[config.mk]
export PLATFORM = sky130hd
export DESIGN_NAME = y86_instr_writer
export DESIGN_NICKNAME = d
export VERILOG_FILES = /design/src/rtl/y86_pkg.sv /design/src/rtl/y86_ilen.sv /design/src/rtl/y86_instr_writer.sv
export SDC_FILE = /design/constraint.sdc
export NUM_CORES = 1
export LEC_CHECK = 0
export CAP_MARGIN = 0
export CORE_MARGIN = 2
export CORE_UTILIZATION = 46
export CTS_CLUSTER_DIAMETER = 50
export DETAILED_ROUTE_END_ITERATION = 8
export GPL_ROUTABILITY_DRIVEN = 1
export PLACE_DENSITY = 0.79
export SETUP_SLACK_MARGIN = 0.5
export SYNTH_ARGS = -nofsm -noshare
export SYNTH_HDL_FRONTEND = slang
export SYNTH_SLANG_ARGS = --single-unit
[constraint.sdc]
create_clock -name clk -period 4.1 [get_ports clk]
set_input_delay 0.41 -clock clk [delete_from_list [all_inputs] [get_ports clk]]
set_output_delay 0.41 -clock clk [all_outputs]
set_load 0.03 [all_outputs]
[src/rtl/y86_pkg.sv]
// Shared Y86-64 encoding constants and the writer FSM state type.
package y86_pkg;

  localparam int MEM_DEPTH_DEFAULT = 1024;

  localparam logic [3:0] ICODE_HALT   = 4'h0;
  localparam logic [3:0] ICODE_NOP    = 4'h1;
  localparam logic [3:0] ICODE_RRMOVQ = 4'h2;
  localparam logic [3:0] ICODE_IRMOVQ = 4'h3;
  localparam logic [3:0] ICODE_RMMOVQ = 4'h4;
  localparam logic [3:0] ICODE_MRMOVQ = 4'h5;
  localparam logic [3:0] ICODE_OPQ    = 4'h6;
  localparam logic [3:0] ICODE_JXX    = 4'h7;
  localparam logic [3:0] ICODE_CALL   = 4'h8;
  localparam logic [3:0] ICODE_RET    = 4'h9;
  localparam logic [3:0] ICODE_PUSHQ  = 4'hA;
  localparam logic [3:0] ICODE_POPQ   = 4'hB;

  // Codes C..F are unassigned and rejected by the decoder.
  localparam logic [3:0] ICODE_ERR_MIN = 4'hC;
  localparam logic [3:0] ICODE_ERR_MAX = 4'hF;

  typedef enum logic {
    ST_IDLE = 1'b0,
    ST_EMIT = 1'b1
  } wr_state_t;

endpackage

[src/rtl/y86_ilen.sv]
// Combinational icode decode: instruction length, legality, register byte and valC position.
module y86_ilen
  import y86_pkg::*;
(
  input  logic [3:0] i_icode,
  output logic [3:0] o_len,
  output logic       o_valid,
  output logic       o_has_regs,
  output logic [1:0] o_valc_off
);

  always_comb begin
    o_len      = 4'd1;
    o_valid    = (i_icode < ICODE_ERR_MIN);
    o_has_regs = 1'b0;
    o_valc_off = 2'd0;
    case (i_icode)
      ICODE_RRMOVQ, ICODE_OPQ, ICODE_PUSHQ, ICODE_POPQ: begin
        o_len      = 4'd2;
        o_has_regs = 1'b1;
      end
      ICODE_JXX, ICODE_CALL: begin
        o_len      = 4'd9;
        o_valc_off = 2'd1;
      end
      ICODE_IRMOVQ, ICODE_RMMOVQ, ICODE_MRMOVQ: begin
        o_len      = 4'd10;
        o_has_regs = 1'b1;
        o_valc_off = 2'd2;
      end
      default: o_len = 4'd1;
    endcase
  end

endmodule

[src/rtl/y86_instr_writer.sv]
// Serialises one Y86-64 instruction per handshake into byte writes to instruction memory.
// Handshake: a transfer happens on a rising edge where in_valid && in_ready; in_valid may not depend on in_ready.
module y86_instr_writer
  import y86_pkg::*;
#(
  parameter int MEM_DEPTH = MEM_DEPTH_DEFAULT
) (
  input  logic        clk,
  input  logic        rst_n,
  input  logic        load_addr,
  input  logic [63:0] start_addr,
  input  logic        in_valid,
  output logic        in_ready,
  input  logic [3:0]  icode,
  input  logic [3:0]  ifun,
  input  logic [3:0]  rA,
  input  logic [3:0]  rB,
  input  logic [63:0] valC,
  output logic        mem_we,
  output logic [63:0] mem_addr,
  output logic [7:0]  mem_wdata,
  output logic [63:0] next_pc,
  output logic        instr_done,
  output logic        err_invalid,
  output logic        err_bound,
  output wr_state_t   dbg_state
);

  wr_state_t   r_state;
  wr_state_t   w_state_nxt;
  logic        r_live;
  logic [63:0] r_next_pc;
  logic [3:0]  r_idx;
  logic [3:0]  r_len;
  logic        r_has_regs;
  logic [1:0]  r_valc_off;
  logic [3:0]  r_icode;
  logic [3:0]  r_ifun;
  logic [3:0]  r_ra;
  logic [3:0]  r_rb;
  logic [63:0] r_valc;
  logic        r_err_invalid;
  logic        r_err_bound;

  logic [3:0]  w_len;
  logic        w_valid;
  logic        w_has_regs;
  logic [1:0]  w_valc_off;
  logic        w_hs;
  logic [64:0] w_end;
  logic        w_oob;
  logic        w_accept;
  logic        w_last;
  logic [2:0]  w_k;
  logic [5:0]  w_bit_lo;
  logic [7:0]  w_byte;

  y86_ilen u_ilen (
    .i_icode    (icode),
    .o_len      (w_len),
    .o_valid    (w_valid),
    .o_has_regs (w_has_regs),
    .o_valc_off (w_valc_off)
  );

  // r_live keeps in_ready low until the first edge after reset release.
  assign in_ready = r_live && (r_state == ST_IDLE) && !load_addr;
  assign w_hs     = in_valid && in_ready;
  assign w_end    = {1'b0, r_next_pc} + {61'd0, w_len};
  assign w_oob    = w_end > 65'(MEM_DEPTH);
  assign w_accept = w_hs && w_valid && !w_oob;
  assign w_last   = (r_state == ST_EMIT) && (r_idx == r_len - 4'd1);

  always_comb begin
    w_state_nxt = r_state;
    case (r_state)
      ST_IDLE: if (w_accept) w_state_nxt = ST_EMIT;
      ST_EMIT: if (w_last)   w_state_nxt = ST_IDLE;
      default: w_state_nxt = ST_IDLE;
    endcase
  end

  // valC goes out MSB first; k is the valC byte number counted from the top.
  assign w_k      = r_idx[2:0] - {1'b0, r_valc_off};
  assign w_bit_lo = {3'd7 - w_k, 3'b000};

  always_comb begin
    w_byte = 8'h00;
    if (r_state == ST_EMIT) begin
      if (r_idx == 4'd0)                    w_byte = {r_icode, r_ifun};
      else if (r_has_regs && r_idx == 4'd1) w_byte = {r_ra, r_rb};
      else                                  w_byte = r_valc[w_bit_lo +: 8];
    end
  end

  assign mem_we      = (r_state == ST_EMIT);
  assign mem_addr    = r_next_pc + {60'd0, r_idx};
  assign mem_wdata   = w_byte;
  assign next_pc     = r_next_pc;
  assign instr_done  = w_last;
  assign err_invalid = r_err_invalid;
  assign err_bound   = r_err_bound;
  assign dbg_state   = r_state;

  always_ff @(posedge clk or negedge rst_n) begin
    if (!rst_n) begin
      r_state       <= ST_IDLE;
      r_live        <= 1'b0;
      r_next_pc     <= 64'd0;
      r_idx         <= 4'd0;
      r_len         <= 4'd1;
      r_has_regs    <= 1'b0;
      r_valc_off    <= 2'd0;
      r_icode       <= 4'd0;
      r_ifun        <= 4'd0;
      r_ra          <= 4'd0;
      r_rb          <= 4'd0;
      r_valc        <= 64'd0;
      r_err_invalid <= 1'b0;
      r_err_bound   <= 1'b0;
    end else begin
      r_state       <= w_state_nxt;
      r_live        <= 1'b1;
      r_err_invalid <= w_hs && !w_valid;
      r_err_bound   <= w_hs && w_valid && w_oob;
      case (r_state)
        ST_IDLE: begin
          if (load_addr) begin
            r_next_pc <= start_addr;
          end else if (w_accept) begin
            r_idx      <= 4'd0;
            r_len      <= w_len;
            r_has_regs <= w_has_regs;
            r_valc_off <= w_valc_off;
            r_icode    <= icode;
            r_ifun     <= ifun;
            r_ra       <= rA;
            r_rb       <= rB;
            r_valc     <= valC;
          end
        end
        ST_EMIT: begin
          if (w_last) begin
            r_next_pc <= r_next_pc + {60'd0, r_len};
            r_idx     <= 4'd0;
          end else begin
            r_idx <= r_idx + 4'd1;
          end
        end
        default: r_idx <= 4'd0;
      endcase
    end
  end

endmodule

==> flow_metrics.py <==
metrics = {
    "run_status": {
        "status": "complete, no violations",
    },
    "synthesis": {
        "avgSynthCellArea_um2": 8.59,
        "yosysSeqAreaShare_pct": 34.3,
        "netlist_area_um2": 11500,
        "synth_edf_count": 0,
        "async_reset_ff_share_pct": 100,
        "synthCells": 1341,
        "synth.ff_latch_count": 158,
        "synth_warnings": 0,
        "synth.net_count": 1508,
        "ys_types": 72,
        "ys.flop_type": "dfrtp_1",
    },
    "clock_tree": {
        "cts_tree": "built",
        "clkLatencyLatePin_ps": 450,
        "cts.path.max_buffers": 2,
        "clk_pin_slew_ps": 90,
        "numCtsBuffers": 17,
        "root_buffer": "clkbuf_16",
        "cts_num_sinks": 158,
        "htree_num_levels": 4,
    },
    "setup_path": {
        "slowest_delay_ps": 630,
        "cp_slowest_cell": "nor3_1",
        "cp-end-kind": "flip-flop",
        "path_max_fanout": 7,
        "worstPathCellList": "nand4_1 > nor3_1 > nand4_1 > mux2_2 > o22a_1 > nor4_1 > nand4b_1 > buf_4 > nor3_4 > buf_6 > buf_12 > buf_6 > buf_12 > mux2_1",
        "worst_setup_path_start_kind": "flip-flop",
        "arrival_ps": 4340,
        "crit_type": "flip-flop to flip-flop",
        "crit_required_ps": 4430,
    },
    "grt": {
        "grt_max_degree": 99,
        "antenna_found_initial": 1,
        "gr-total-overflow": 0,
        "grt_pass1_wl_mm": 82.9,
        "grt_pass1_vias": 13500,
        "grt_usage_pct": 41.7,
    },
    "detailed_routing": {
        "firstDrtPassIters": 6,
        "ant_nets": 0,
        "drt-initial-drc-count": 1911,
        "wl_per_cell_um": 27.3,
        "vias": 13900,
        "drc": 0,
        "drt-vias-per-instance": 6.50,
        "drt_wl_total_mm": 58.4,
    },
    "timing": {
        "rsz0062_at_grt": "true",
        "hold_viol_final": 0,
        "report.final.slew_viol_count": 0,
        "min_period_over_period_pct": 97.8,
        "worst_slew_pin_slew_ps": 1070,
        "slew_headroom_pct": 28.4,
        "setup_viol": 0,
        "period_minus_slack_ps": 4010,
        "max_freq_mhz": 249,
        "clock_skew_ps": 17.3,
        "whs_ps": 24.9,
    },
    "die": {
        "chipWidth_um": 162,
        "die_area_um2": 26300,
        "fp.coreArea_um2": 24500,
        "die_h_um": 162,
        "row_count": 57,
        "num_io_pins": 290,
        "initial_utilization_pct": 47.1,
    },
    "cells_and_area": {
        "layout.nets": 1973,
        "design_area_um2": 18400,
        "drive_gt1_share_pct": 32.3,
        "syn_to_final_growth_pct": 59.9,
        "num_antenna_cells": 0,
        "fin_cells": 2143,
    },
    "run": {
        "cap_violations": 0,
    },
    "place": {
        "port_buffers": 289,
        "hpwlAfterDp_mm": 39.3,
        "place_area_um2": 16000,
        "place_inst": 2028,
        "gp_congestion": 1.04,
    },
    "power_and_ir_drop": {
        "leakagePower_nw": 7.70,
        "power_density_nw_per_um2": 269,
        "p_total_mw": 4.97,
        "ir_drop_uv": 315,
    },
    "min_path": {
        "hp-class": "input pin to async pin",
    },
}
==> final timing paths <==
check                                 start  cells after the start          end  slack (ps)
worst max-delay path            next_pc[49]                     14   r_valc[37]          90
max in group asynchronous             rst_n                      2   r_valc[19]        3030
min in group clk                   icode[0]                      3   r_icode[0]         390
worst min register to register    r_valc[6]                      1    r_valc[6]         510
worst min-delay path                  rst_n                      1  next_pc[27]          20
worst max register to register  next_pc[49]                     14   r_valc[37]          90
==> logic make-up after synthesis <==
group | Yosys count | synth area share (%)
compound gates | 283 | 14.6
flops | 158 | 34.3
buf+inv | 137 | 5.49
fa+ha+maj | 19 | 2.32
simple gates | 535 | 23.4
mux | 121 | 13.2
xor+xnor | 87 | 6.61
other cells | 1 | 0.0325
==> metal layers <==
metal	share of wire (%)	global-route usage, %	up-vias	routed length, um
li1	-	-	5812	-
met3	11	9.73	276	6370
met2	46	68.4	1184	27100
met1	36	51.5	6668	20900
met4	6.9	21.6	0	4010
met5	0	0	-	0
==> cell usage after synthesis (26+ instances only) <==
cell type,number,area [um2]
nor3_1,35,175
nor4_1,26,163
xor2_1,33,289
nand3_1,62,310
clkbuf_1,52,195
nor2_1,131,492
inv_1,30,113
mux2_2,47,529
nand4_1,67,419
buf_2,28,140
nand2_1,122,458
dfrtp_1,157,3930
mux2_1,42,473
a21oi_1,120,601
o21ai_0,65,325
xnor2_1,54,473
==> power by group <==
group          switching [mW]  internal [mW]
clock                   0.876          0.883
combinational           0.817          0.634
sequential              0.139           1.62
==> final cells by class <==
cell class | instances | area (um2)
Inverter | 31 | 124
Sequential cell | 158 | 3990
Clock buffer | 17 | 425
Fill cell | 1642 | 6030
Timing Repair Buffer | 552 | 5330
Tap cell | 324 | 405
Multi-Input combinational cell | 1046 | 7960
Clock inverter | 15 | 193
==> cells in the final DEF (no fill, tap or decap), drive strengths merged, types with 5 or more instances in the layout <==
cell and n:
buf 296, clkdlybuf4s50 221, dfrtp 157, nor2 132, nand2 122, a21oi 120
mux2 89, nand4 70, o21ai 65, nand3 62, xnor2 54, nor3 38
inv 36, xor2 33, clkbuf 28, nor4 26, and3 17, o22ai 17
mux4 16, mux2i 16, ha 15, dlygate4sd2 13, and2 11, and4 11
o22a 10, dlymetal6s2s 10, or3 10, a31oi 10, a211oi 10, o32ai 9
nand2b 8, a22oi 7, or2 7, nor3b 7, clkinv 7, o31ai 5
==> worst max-delay path: cells and delay by family (launching register included) <==
kind                   cells  cell delay [ps]
AND/OR/NAND/NOR            6             1850
flip-flops                 1              510
AO/OA/AOI/OAI              1              190
buffers and inverters      5              690
multiplexers               2              640
==> flip-flops by register name, indices dropped and copies added (netlist names) <==
register and cells:
r_idx 4, r_ifun 4, r_live 1, r_len 3
r_rb 4, r_valc 64, r_ra 4, next_pc 64
dbg_state 1, r_has_regs 1, err_bound 1, r_icode 4
err_invalid 1, r_valc_off 2
==> per-stage QoR <==
step | TNS, ps | util (%) | setup WS (ps)
CTS | 0 | 71.6 | 225
detailed placement | -58390 | 65.5 | -698
floorplan | 0 | - | 251
global placement | -51780 | 65.5 | -610
finish | 0 | 75.3 | 90.7
global route | 0 | 75.3 | 102
==> timing repair <==
action / in CTS / in global routing
setup endpoints to repair: 153 / 137
gates cloned: 5 / 0
hold buffers: 0 / 0
setup buffers: 32 / 46
pin swaps: 32 / 39
resized for setup: 185 / 175
endpoints found under the hold margin: 0 / 0
Power figures use the tool's default switching activity.
